$ cat src/rtl/sign_narrow_stream_pkg.sv
// sign_narrow_pkg: output range helpers, saturation values and parameter legality check for sign_narrow_stream
package sign_narrow_pkg;

    // Largest representable OUT_W-bit signed value (positive saturation)
    function automatic int out_max(int out_w);
        return (1 << (out_w - 1)) - 1;
    endfunction

    // Smallest representable OUT_W-bit signed value (negative saturation)
    function automatic int out_min(int out_w);
        return -(1 << (out_w - 1));
    endfunction

    // Saturation patterns: 0 followed by ones, 1 followed by zeros
    function automatic int sat_pos(int out_w);
        return out_max(out_w);
    endfunction

    function automatic int sat_neg(int out_w);
        return out_min(out_w);
    endfunction

    // Narrowing only makes sense to a strictly smaller width of at least 2 bits
    function automatic bit params_ok(int in_w, int out_w);
        return (in_w > out_w) && (out_w >= 2);
    endfunction

endpackage

$ cat src/rtl/sign_narrow_stream_if.sv
// sign_narrow_stream_if: wide input stream and narrow output stream handshake bundle
interface sign_narrow_stream_if #(
    parameter int IN_W  = 8,
    parameter int OUT_W = 2
);
    logic [IN_W-1:0]  in_data;
    logic             in_valid;
    logic             in_ready;
    logic [OUT_W-1:0] out_data;
    logic             out_ovf;
    logic             out_valid;
    logic             out_ready;

    modport master (
        output in_data, in_valid, out_ready,
        input  in_ready, out_data, out_ovf, out_valid
    );

    modport slave (
        input  in_data, in_valid, out_ready,
        output in_ready, out_data, out_ovf, out_valid
    );
endinterface

$ cat src/rtl/sign_narrow_stream_range.sv
// sign_narrow_range: combinational range check and narrowing; saturates when SIGN_NARROW_SATURATE_EN is defined, wraps otherwise
module sign_narrow_range
    import sign_narrow_pkg::*;
#(
    parameter int IN_W  = 8,
    parameter int OUT_W = 2
) (
    input  logic [IN_W-1:0]  data_i,
    output logic [OUT_W-1:0] data_o,
    output logic             ovf_o
);
    // The value fits when every bit from the MSB down to the narrow sign bit agrees
    logic [IN_W-OUT_W:0] top_bits;

    assign top_bits = data_i[IN_W-1:OUT_W-1];
    assign ovf_o    = !((&top_bits) || !(|top_bits));

`ifdef SIGN_NARROW_SATURATE_EN
    localparam logic [OUT_W-1:0] SAT_POS = OUT_W'(sat_pos(OUT_W));
    localparam logic [OUT_W-1:0] SAT_NEG = OUT_W'(sat_neg(OUT_W));

    assign data_o = !ovf_o ? data_i[OUT_W-1:0] : data_i[IN_W-1] ? SAT_NEG : SAT_POS;
`else
    assign data_o = data_i[OUT_W-1:0];
`endif
endmodule

$ cat src/rtl/sign_narrow_stream.sv
// sign_narrow_stream: two-stage pipeline narrowing signed words with overflow counter; option macro SIGN_NARROW_SATURATE_EN
module sign_narrow_stream
    import sign_narrow_pkg::*;
#(
    parameter int IN_W  = 8,
    parameter int OUT_W = 2,
    parameter int CNT_W = 8
) (
    input  logic                 clk,
    input  logic                 rst_n,
    sign_narrow_stream_if.slave  bus,
    input  logic                 cnt_clr,
    output logic [CNT_W-1:0]     ovf_count,
    output logic                 ovf_sticky
);
    if (!params_ok(IN_W, OUT_W)) begin : g_bad_params
        $error("sign_narrow_stream: requires IN_W > OUT_W and OUT_W >= 2");
    end

    logic             s1_valid_q;
    logic [IN_W-1:0]  s1_data_q;
    logic             out_valid_q;
    logic             out_ovf_q;
    logic [OUT_W-1:0] out_data_q;
    logic [CNT_W-1:0] cnt_q, cnt_d;
    logic             sticky_q, sticky_d;
    logic             s1_en, s2_en, ovf_fire;
    logic [OUT_W-1:0] nar_data;
    logic             nar_ovf;

    assign s2_en        = !out_valid_q || bus.out_ready;
    assign s1_en        = !s1_valid_q || s2_en;
    assign bus.in_ready = s1_en;
    assign ovf_fire     = out_valid_q && bus.out_ready && out_ovf_q;

    assign bus.out_data  = out_data_q;
    assign bus.out_ovf   = out_ovf_q;
    assign bus.out_valid = out_valid_q;
    assign ovf_count     = cnt_q;
    assign ovf_sticky    = sticky_q;

    sign_narrow_range #(.IN_W(IN_W), .OUT_W(OUT_W)) u_range (
        .data_i (s1_data_q),
        .data_o (nar_data),
        .ovf_o  (nar_ovf)
    );

    // Counter next state: clear wins over an increment, increment stops at all ones
    always_comb begin
        cnt_d    = cnt_clr ? '0 : (ovf_fire && !(&cnt_q)) ? cnt_q + CNT_W'(1) : cnt_q;
        sticky_d = cnt_clr ? 1'b0 : sticky_q || ovf_fire;
    end

    // Stage 1 captures the wide word; stage 2 holds the narrowed result until taken
    always_ff @(posedge clk or negedge rst_n) begin
        if (!rst_n) begin
            s1_valid_q  <= 1'b0;
            s1_data_q   <= '0;
            out_valid_q <= 1'b0;
            out_data_q  <= '0;
            out_ovf_q   <= 1'b0;
        end else begin
            if (s1_en) begin
                s1_valid_q <= bus.in_valid;
                if (bus.in_valid) s1_data_q <= bus.in_data;
            end
            if (s2_en) begin
                out_valid_q <= s1_valid_q;
                if (s1_valid_q) begin
                    out_data_q <= nar_data;
                    out_ovf_q  <= nar_ovf;
                end
            end
        end
    end

    // Overflow event counter and sticky flag
    always_ff @(posedge clk or negedge rst_n) begin
        if (!rst_n) begin
            cnt_q    <= '0;
            sticky_q <= 1'b0;
        end else begin
            cnt_q    <= cnt_d;
            sticky_q <= sticky_d;
        end
    end
endmodule

$ cat src/flat_wrapper.sv
// flat-port wrapper written by rule: the top's interface ports become plain ports
module sign_narrow_stream_flat import sign_narrow_pkg::*;
#(
    parameter int IN_W  = 8,
    parameter int OUT_W = 2,
    parameter int CNT_W = 8
)
  (clk, rst_n, cnt_clr, ovf_count, ovf_sticky, bus_in_data, bus_in_valid, bus_out_ready, bus_in_ready, bus_out_data, bus_out_ovf, bus_out_valid);
  sign_narrow_stream_if #(.IN_W(IN_W), .OUT_W(OUT_W)) bus_i ();
  input  logic clk;
  input  logic rst_n;
  input  logic cnt_clr;
  output logic [CNT_W-1:0] ovf_count;
  output logic ovf_sticky;
  input wire logic [$bits(bus_i.in_data)-1:0] bus_in_data;
  input wire logic [$bits(bus_i.in_valid)-1:0] bus_in_valid;
  input wire logic [$bits(bus_i.out_ready)-1:0] bus_out_ready;
  output wire logic [$bits(bus_i.in_ready)-1:0] bus_in_ready;
  output wire logic [$bits(bus_i.out_data)-1:0] bus_out_data;
  output wire logic [$bits(bus_i.out_ovf)-1:0] bus_out_ovf;
  output wire logic [$bits(bus_i.out_valid)-1:0] bus_out_valid;
  assign bus_i.in_data = bus_in_data;
  assign bus_i.in_valid = bus_in_valid;
  assign bus_i.out_ready = bus_out_ready;
  assign bus_in_ready = bus_i.in_ready;
  assign bus_out_data = bus_i.out_data;
  assign bus_out_ovf = bus_i.out_ovf;
  assign bus_out_valid = bus_i.out_valid;
  sign_narrow_stream #(.IN_W(IN_W), .OUT_W(OUT_W), .CNT_W(CNT_W)) u_core (.clk(clk), .rst_n(rst_n), .bus(bus_i), .cnt_clr(cnt_clr), .ovf_count(ovf_count), .ovf_sticky(ovf_sticky));
endmodule
$ cat config.mk
export PLATFORM = sky130hd
export DESIGN_NAME = sign_narrow_stream_flat
export DESIGN_NICKNAME = d
export VERILOG_FILES = /design/src/rtl/sign_narrow_stream_pkg.sv /design/src/rtl/sign_narrow_stream_if.sv /design/src/rtl/sign_narrow_stream_range.sv /design/src/rtl/sign_narrow_stream.sv /design/src/flat_wrapper.sv
export SDC_FILE = /design/constraint.sdc
export NUM_CORES = 1
export LEC_CHECK = 0
export BUFFER_PORTS_ARGS = -buffer_cell sky130_fd_sc_hd__buf_2
export CORE_AREA = 2 2 50 52
export DETAILED_ROUTE_END_ITERATION = 8
export DIE_AREA = 0 0 52 54
export GPL_TIMING_DRIVEN = 1
export PLACE_DENSITY = 0.74
export SYNTH_ARGS = -nofsm -noshare
export SYNTH_HDL_FRONTEND = slang
export SYNTH_HIERARCHICAL = 1
export SYNTH_SLANG_ARGS = --single-unit
$ cat constraint.sdc
create_clock -name clk -period 2.1 [get_ports clk]
set_input_delay 0.525 -clock clk [delete_from_list [all_inputs] [get_ports clk]]
set_output_delay 0.525 -clock clk [all_outputs]
set_load 0.05 [all_outputs]
==> impl_metrics.env, run 1 <==
export IMPL_diodes=0
export IMPL_worst_slew_pin_slew_ns=0.480
export IMPL_cts_clk_slew_worst_paths_ns=0.12
export IMPL_synth_cells=91
export IMPL_r2r_start="u_core/ovf_count[0]"
export IMPL_syn_area_um2=1090
export IMPL_nets=132
export IMPL_h_tree_depth=1
export IMPL_r2r_end="u_core/ovf_count[3]"
export IMPL_gr_usage_met1_pct=17.9
export IMPL_fillers=206
export IMPL_cts_sinks=22
export IMPL_drtIter0Drc=5
export IMPL_core_um2=2320
export IMPL_worstPathArrival_ns=1.20
export IMPL_ys_types=31
export IMPL_power_total_w=0.000919
export IMPL_vias=794
export IMPL_die_w_um=52
export IMPL_clock_skew_ns=0.00906
export IMPL_clk_latency_ns=0.31
export IMPL_p_per_area_nw_per_um2=725
export IMPL_ys_seq_elements=22
export IMPL_slew_headroom_pct=68.0
export IMPL_rsz0062_at_grt="false"
export IMPL_postCtsSetupRepairBufs=0
export IMPL_routed_wirelength_um=1880
export IMPL_synthTopCellsByArea="dfrtp_1, mux2_1, mux2_4"
export IMPL_tritoncts="built"
export IMPL_hpwl_um=1410
export IMPL_cp_end_kind="output port"
export IMPL_hp_class="primary input to asynchronous set/reset pin"
export IMPL_syn_num_nets=105
export IMPL_postCtsHoldBufs=0
export IMPL_drv_slew=0
export IMPL_ant_nets=0
export IMPL_firstDrtPassIters=4
export IMPL_gp_congestion=0.784
export IMPL_drive_gt1_share_pct=37.6
export IMPL_pin_count=27
export IMPL_cts_inserted_buffers=3
export IMPL_crit_required_ns=1.57
export IMPL_cts_resized=0
export IMPL_outcome="finished, final reports clean"
export IMPL_rrSetupSlack_ns=0.43
export IMPL_row_count=18
export IMPL_grtUsageTotal_pct=15.5
export IMPL_io_buffer_count=26
export IMPL_yosysWarnings=6
export IMPL_wl_per_cell_um=12.8
export IMPL_syn_area_per_cell_um2=12.0
export IMPL_cts_path_max_buffers=2
export IMPL_top_usage_layer="met2"
export IMPL_start_util_pct=47.1
export IMPL_setup_viol=0
export IMPL_yosysTopAreaCell="dfrtp_1"
export IMPL_crit_type="register to output port"
export IMPL_dieArea_um2=2810
export IMPL_grt_antenna_before_repair=0
export IMPL_routed_via_density=5.40
export IMPL_grt_pass1_vias=743
export IMPL_overflow=0
export IMPL_grt_max_degree=23
export IMPL_grt_use_met3_pct=5.83
export IMPL_remaining_drc_errors=0
export IMPL_grt_pass1_wl_um=3240
export IMPL_tns_ns=0
export IMPL_syn_to_final_growth_pct=15.9
export IMPL_post_route_min_period_ns=1.72
export IMPL_cts_root_buf="clkbuf_4"
export IMPL_irDropWorstVdd_mv=0.662
export IMPL_critical_path_max_fanout=7
export IMPL_worstRegToRegCells=4
export IMPL_leakage_nw=0.575
export IMPL_fmax_mhz=581
export IMPL_maxCapViolCount=0
export IMPL_hold_viol=0
export IMPL_post_route_period_util_pct=82.0
export IMPL_synth_top_area_share_pct=50.3
export IMPL_gr_usage_met2_pct=27.0
export IMPL_ys_seq_area_share_pct=50.3
export IMPL_start_kind="register"
export IMPL_chipHeight_um=54
critical path, cell delays in order, from the launching register on:
cell and delay [ns]:
dfrtp_1 0.48, nand3b_2 0.13, buf_2 0.27
state kept, by name (all words and copies together), names as in the netlist:
register              flops
u_core/ovf_sticky         1
u_core/bus.out_ovf        1
u_core/bus.out_data       2
u_core/ovf_count          8
u_core/s1_valid_q         1
u_core/s1_data_q          8
u_core/bus.out_valid      1
cells in the final DEF (no fill, tap or decap), types with 2 or more instances in the layout:
cell type / count
buf_2: 26
dfrtp_1: 22
mux2_1: 8
nand2b_1: 5
nor2b_1: 5
a21oi_1: 4
and4_1: 4
nor2_1: 4
clkbuf_4: 3
mux2_2: 3
a311oi_1: 3
nand3_1: 3
mux2_4: 3
inv_1: 2
nand2_1: 2
and2_1: 2
nor3_1: 2
nand4_1: 2
a21oi_2: 2
metal layers:
metal | part of all wire (%) | wire length [µm]
met4 | 0.53 | 10
met5 | 0 | 0
met2 | 50 | 946
met3 | 7.0 | 132
met1 | 42 | 791
layout make-up:
type | instances | area (µm²) | area share, %
tap | 30 | 37.5 | 2.96
clock buffer | 4 | 36.3 | 2.86
multi-input combinational | 63 | 505 | 39.9
timing repair buffer | 26 | 130 | 10.3
inverter | 2 | 7.51 | 0.592
sequential | 22 | 551 | 43.4
worst max path at each step:
stage	start	endpoint	slack, ns	cells past startpoint
after floorplan	u_core/bus.out_valid	u_core/s1_data_q[0]	0.24	3
after global placement	bus_out_ready	bus_in_ready	0.47	3
after detailed placement	bus_out_ready	bus_in_ready	0.46	3
after CTS	u_core/bus.out_valid	bus_in_ready	0.37	2
after global routing	u_core/bus.out_valid	bus_in_ready	0.30	2
final	u_core/bus.out_valid	bus_in_ready	0.38	2
through the flow:
step	std cells	instance area, µm²	utilization [%]	hold WS, ns	worst slack, ns
floorplan	91	1090	-	0.229	0.237
global placement	143	1230	53.1	0.473	0.466
detailed placement	143	1230	53.1	0.479	0.456
CTS	147	1270	54.6	0.164	0.368
global route	147	1270	54.6	0.183	0.300
finish	147	1270	54.6	0.150	0.379
synthesized netlist by cell type:
library cell and instances:
a21oi_2 2, buf_6 1, nand2_1 2, buf_4 2
mux2_1 8, nand3b_2 1, nor2b_1 5, nor4_2 1
nor3_1 2, nand3_1 3, clkbuf_1 1, mux2_2 3
nor2_1 4, and4_1 4, nand2b_1 5, ha_1 1
nand3_2 1, a211oi_2 1, a31oi_1 1, nand2_2 1
mux2i_1 1, nor4_1 1, and3_2 1, inv_1 2
mux2_4 3, dfrtp_1 22, nand4_1 2, a311oi_1 3
a21oi_1 4, and2_1 2, o21a_1 1
power breakdown:
group          leakage, nW  total (W)  switching, W  internal (W)
Sequential           0.270   0.000501     0.0000353      0.000466
Clock               0.0210   0.000230      0.000124      0.000106
Combinational        0.283   0.000188      0.000124     0.0000646
Total                0.575   0.000919      0.000283      0.000636
logic make-up (layout without fill, tap and decap cells):
| kind of cell | count (synthesis) | count (layout) | synth area share (%) |
|---|---|---|---|
| simple gates | 35 | 35 | 20.5 |
| flops | 22 | 22 | 50.3 |
| mux | 15 | 15 | 16.4 |
| compound gates | 12 | 12 | 8.24 |
| buf+inv | 6 | 32 | 3.43 |
| fa+ha+maj | 1 | 1 | 1.14 |
(Power assumes the default switching activity.)
==> run 2: changes to the inputs <==
- clock period: 2.1 -> 1.7 ns (I/O delays scaled with it)
==> impl_metrics.env, run 2 (synthesis gave the netlist of run 1 again) <==
export IMPL_outcome="finished, final reports clean"
export IMPL_firstDrtPassIters=4
export IMPL_p_per_area_nw_per_um2=974
export IMPL_vias=774
export IMPL_grt_pass1_vias=726
export IMPL_chipHeight_um=54
export IMPL_cts_path_max_buffers=2
export IMPL_whs_ns=0.0452
export IMPL_routed_via_density=5.27
export IMPL_slew_headroom_pct=68.7
export IMPL_setup_viol=0
export IMPL_worst_slew_pin_slew_ns=0.470
export IMPL_max_stage_delay_ns=0.46
export IMPL_routed_wirelength_um=1920
export IMPL_final_cells=147
export IMPL_grt_pass1_wl_um=3240
export IMPL_cts_root_buf="clkbuf_4"
export IMPL_cts_sinks=22
export IMPL_grt_max_degree=23
export IMPL_pwr_share_seq_pct=49.5
export IMPL_gp_congestion=0.796
export IMPL_drv_slew=0
export IMPL_crit_type="register to register"
export IMPL_final_common_cell="buf_2"
export IMPL_worstPathArrival_ns=1.82
export IMPL_grtUsageTotal_pct=15.7
export IMPL_start_kind="register"
export IMPL_clk_latency_ns=0.31
export IMPL_switching_share_pct=28.7
export IMPL_postCtsHoldBufs=0
export IMPL_pwr_share_comb_pct=18.6
export IMPL_dp_cells=143
export IMPL_h_tree_depth=1
export IMPL_diodes=0
export IMPL_crit_chain="ha_2 -> and4_1 -> a211oi_2 -> mux2_4"
export IMPL_start_util_pct=47.1
export IMPL_ant_nets=0
export IMPL_worstRegToRegCells=4
export IMPL_post_route_min_period_ns=1.61
export IMPL_row_count=18
export IMPL_tritoncts="built"
export IMPL_hp_class="primary input to asynchronous set/reset pin"
export IMPL_switchingPower_w=0.000361
export IMPL_final_cell_mix="buf_2, dfrtp_1, mux2_1"
export IMPL_fmax_mhz=621
export IMPL_postCtsSetupRepairBufs=0
export IMPL_critical_path_max_fanout=7
export IMPL_wl_per_cell_um=13.1
export IMPL_power_internal_w=0.000895
export IMPL_nets=132
export IMPL_fin_util_pct=55.6
export IMPL_clock_skew_ns=0.00758
export IMPL_rrSetupSlack_ns=0.09
export IMPL_grt_antenna_before_repair=0
export IMPL_pin_count=27
export IMPL_drive_gt1_share_pct=41.0
export IMPL_slowest_stage="dfrtp_2"
export IMPL_remaining_drc_errors=0
export IMPL_syn_to_final_growth_pct=18.0
export IMPL_die_w_um=52
export IMPL_dieArea_um2=2810
export IMPL_hpwl_um=1450
export IMPL_drtIter0Drc=11
export IMPL_fillers=207
export IMPL_maxCapViolCount=0
export IMPL_cts_clk_slew_worst_paths_ns=0.13
export IMPL_io_buffer_count=26
export IMPL_cts_resized=0
export IMPL_overflow=0
export IMPL_rsz0062_at_grt="false"
export IMPL_r2r_start="u_core/ovf_count[0]"
export IMPL_post_route_period_util_pct=94.8
export IMPL_cp_end_kind="register"
export IMPL_crit_buf_inv=0
export IMPL_r2r_end="u_core/ovf_count[3]"
export IMPL_cts_inserted_buffers=3
export IMPL_tns_ns=0
export IMPL_leakage_nw=0.575
export IMPL_crit_required_ns=1.91
export IMPL_clkPwrFrac_pct=31.9
export IMPL_cp_top_family="flip-flops"
export IMPL_irDropWorstVdd_mv=0.546
export IMPL_hold_viol=0
export IMPL_core_um2=2320
-- run 2: cell count changes in the layout (fill, tap and decap cells not counted), sizes merged --
| cell | previous run | this run |
|---|---|---|
| bufinv | 0 | 1 |
| clkbuf | 4 | 3 |
-- run 2: worst max path at each step --
stage,cells past startpoint,startpoint,slack [ns],end
after CTS,2,u_core/bus.out_valid,0.09,bus_in_ready
after detailed placement,4,u_core/ovf_count[0],0.12,u_core/ovf_count[3]
after global routing,4,u_core/ovf_count[0],0.02,u_core/ovf_count[3]
final,4,u_core/ovf_count[0],0.09,u_core/ovf_count[3]
after global placement,4,u_core/ovf_count[0],0.15,u_core/ovf_count[3]
after floorplan,5,u_core/ovf_count[0],0.01,u_core/ovf_count[3]
-- run 2: power groups by stage --
stage	Sequential, W	Combinational (W)	Clock (W)
floorplan	0.000706	0.0000987	0
global placement	0.000628	0.000232	0
detailed placement	0.000633	0.000238	0
CTS	0.000623	0.000238	0.000416
global route	0.000632	0.000253	0.000441
finish	0.000622	0.000234	0.000401
-- run 2: metrics by stage --
step	setup slack (ns)	power [W]	area, µm²
global route	0.0215	0.00133	1290
detailed placement	0.116	0.000870	1240
global placement	0.147	0.000860	1240
floorplan	0.0117	0.000804	1100
finish	0.0891	0.00126	1290
CTS	0.0873	0.00128	1290
-- run 2: final cells by class --
class | count | area [µm²] | area share (%)
clock buffers | 3 | 22.5 | 1.75
clock inverters | 1 | 30.0 | 2.33
inverters | 2 | 7.51 | 0.582
multi-input cells | 63 | 508 | 39.4
flip-flops and latches | 22 | 554 | 43.0
well taps | 30 | 37.5 | 2.91
repair buffers | 26 | 130 | 10.1
-- run 2: layer usage --
| metal | global-route usage, % | routed length, µm |
|---|---|---|
| met5 | 0 | 0 |
| met4 | 5.26 | 0 |
| met3 | 3.89 | 97 |
| met2 | 25.5 | 948 |
| met1 | 20.5 | 873 |
==> run 3: changes to the inputs <==
- ABC_AREA: default -> 1
- CELL_PAD_IN_SITES_DETAIL_PLACEMENT: default -> 2
- CELL_PAD_IN_SITES_GLOBAL_PLACEMENT: default -> 2
- CORE_AREA: 2 2 50 52 -> 2 2 66 68
- CTS_CLUSTER_SIZE: default -> 20
- DIE_AREA: 0 0 52 54 -> 0 0 68 70
- PLACE_DENSITY: 0.74 -> default
- PLACE_DENSITY_LB_ADDON: default -> 0.1
==> impl_metrics.env, run 3 <==
export IMPL_die_w_um=68
export IMPL_row_count=24
export IMPL_cp_end_kind="output port"
export IMPL_hp_class="primary input to asynchronous set/reset pin"
export IMPL_drive_gt1_share_pct=25.0
export IMPL_fmax_mhz=649
export IMPL_synth_top_area_share_pct=48.3
export IMPL_grt_max_degree=23
export IMPL_critical_path_depth=2
export IMPL_synthTopCellsByArea="dfrtp_1, nand2_1, nand3_1"
export IMPL_ant_nets=0
export IMPL_diodes=0
export IMPL_hold_viol=0
export IMPL_core_um2=4140
export IMPL_cts_resized=0
export IMPL_gp_congestion=0.726
export IMPL_grt_use_met3_pct=1.93
export IMPL_max_stage_delay_ns=0.42
export IMPL_gr_usage_met1_pct=19.1
export IMPL_crit_required_ns=1.27
export IMPL_cts_clk_slew_worst_paths_ns=0.08
export IMPL_slowest_stage="dfrtp_1"
export IMPL_h_tree_depth=1
export IMPL_remaining_drc_errors=0
export IMPL_synth_main_ff_cell="dfrtp_1"
export IMPL_routed_via_density=4.62
export IMPL_yosysMostFrequentCell="nand2_1"
export IMPL_cts_sinks=22
export IMPL_async_flop_share_pct=100
export IMPL_worstRegToRegCells=8
export IMPL_ys_seq_elements=22
export IMPL_worst_slew_pin_slew_ns=0.509
export IMPL_p_per_area_nw_per_um2=1010
export IMPL_postCtsSetupRepairBufs=0
export IMPL_grt_pass1_wl_um=5570
export IMPL_rrSetupSlack_ns=0.25
export IMPL_tns_ns=0
export IMPL_syn_num_nets=159
export IMPL_yosysWarnings=6
export IMPL_yosysTopAreaCell="dfrtp_1"
export IMPL_tritoncts="built"
export IMPL_wl_per_cell_um=14.0
export IMPL_drtIter0Drc=62
export IMPL_start_util_pct=27.5
export IMPL_firstDrtPassIters=4
export IMPL_critical_path_max_fanout=4
export IMPL_synth_common_cells="nand2_1, dfrtp_1, nand3_1"
export IMPL_postCtsHoldBufs=0
export IMPL_nets=187
export IMPL_synth_cells=145
export IMPL_clock_skew_ns=0.00464
export IMPL_crit_chain="nand3_1 -> buf_2"
export IMPL_routed_wirelength_um=3130
export IMPL_setup_viol=0
export IMPL_syn_area_um2=1140
export IMPL_overflow=0
export IMPL_pin_count=27
export IMPL_grt_pass1_vias=1139
export IMPL_crit_buf_inv=1
export IMPL_ys_seq_area_share_pct=48.3
export IMPL_worstPathArrival_ns=1.12
export IMPL_drv_slew=0
export IMPL_dieArea_um2=4760
export IMPL_final_cell_mix="nand2_1, buf_2, dfrtp_1"
export IMPL_cp_top_family="flip-flops"
export IMPL_crit_type="register to output port"
export IMPL_syn_to_final_growth_pct=20.4
export IMPL_power_total_w=0.00139
export IMPL_top_usage_layer="met2"
export IMPL_leakage_nw=0.724
export IMPL_chipHeight_um=70
export IMPL_io_buffer_count=26
export IMPL_fin_util_pct=33.1
export IMPL_ys_types=21
export IMPL_slew_headroom_pct=66.1
export IMPL_hpwl_um=2470
export IMPL_start_kind="register"
export IMPL_final_common_cell="nand2_1"
export IMPL_synth_edf_count=0
export IMPL_post_route_period_util_pct=90.6
export IMPL_vias=1034
export IMPL_cts_path_max_buffers=2
export IMPL_post_route_min_period_ns=1.54
export IMPL_rsz0062_at_grt="false"
export IMPL_irDropWorstVdd_mv=0.354
export IMPL_cts_inserted_buffers=3
export IMPL_gr_usage_met2_pct=27.1
export IMPL_cts_root_buf="clkbuf_8"
export IMPL_fillers=504
export IMPL_maxCapViolCount=0
export IMPL_syn_area_per_cell_um2=7.86
export IMPL_grt_antenna_before_repair=0
export IMPL_clk_latency_ns=0.26
export IMPL_outcome="finished, final reports clean"
export IMPL_grtUsageTotal_pct=15.4
-- run 3: changes by cell type after synthesis, sizes merged, moves of 11 or more --
cell   delta
nand2    +50
mux2     -12
nor2     +15
inv      +11
nand3    +17
-- run 3: metrics by stage --
stage	setup WS, ns	std cells	hold WS (ns)	cell area (µm²)
floorplan	0.0901	145	0.129	1140
global placement	0.302	220	0.423	1320
detailed placement	0.253	220	0.434	1320
CTS	0.118	224	0.138	1370
global route	0.0862	224	0.158	1370
finish	0.160	224	0.118	1370
-- run 3: per-layer routing --
layer / part of all wire, % / wire [µm] / vias to the layer above
met5: 0 / 0 / -
met4: 1.1 / 36 / 0
met3: 2.7 / 86 / 4
met1: 43 / 1340 / 502
met2: 53 / 1670 / 16
li1: - / - / 512
-- run 3: kinds of logic (layout without fill, tap and decap cells) --
group           Yosys count  in the layout  share of synthesized area [%]
buf+inv                  17             44                           6.48
simple gates             95             95                           37.4
fa+ha+maj                 1              1                           1.10
flops                    22             22                           48.3
mux                       2              2                           1.98
compound gates            8              8                           4.72
-- run 3: worst register-to-register path: cells and delay by family, from the launching register on --
kind / cells / cell delay (ns)
simple gates: 7 / 0.66
flops: 1 / 0.45
fa+ha+maj: 1 / 0.24
-- run 3: path summary, 6_finish.rpt --
kind	from	endpoint
hold reg to reg	u_core/s1_data_q[0]	u_core/s1_data_q[0]
max in group asynchronous	rst_n	u_core/s1_data_q[2]
min in group clk	bus_in_data[6]	u_core/s1_data_q[6]
hold / removal	rst_n	u_core/bus.out_data[1]
setup / recovery	u_core/bus.out_valid	bus_in_ready
setup reg to reg	u_core/ovf_count[1]	u_core/ovf_count[3]
-- run 3: report_power, final --
group | leakage (nW) | switching (W) | internal [W]
registers | 0.277 | 0.0000513 | 0.000588
logic | 0.418 | 0.000269 | 0.000101
clock network | 0.0288 | 0.000172 | 0.000207
-- run 3: layout make-up --
cell class                 instances  area, µm²  area share (%)
sequential                        22        551            40.1
multi-input combinational        106        515            37.6
timing repair buffer              27        138            10.0
tap                               52       65.1            4.74
clock buffer                       4       55.1            4.01
inverter                          13       48.8            3.56
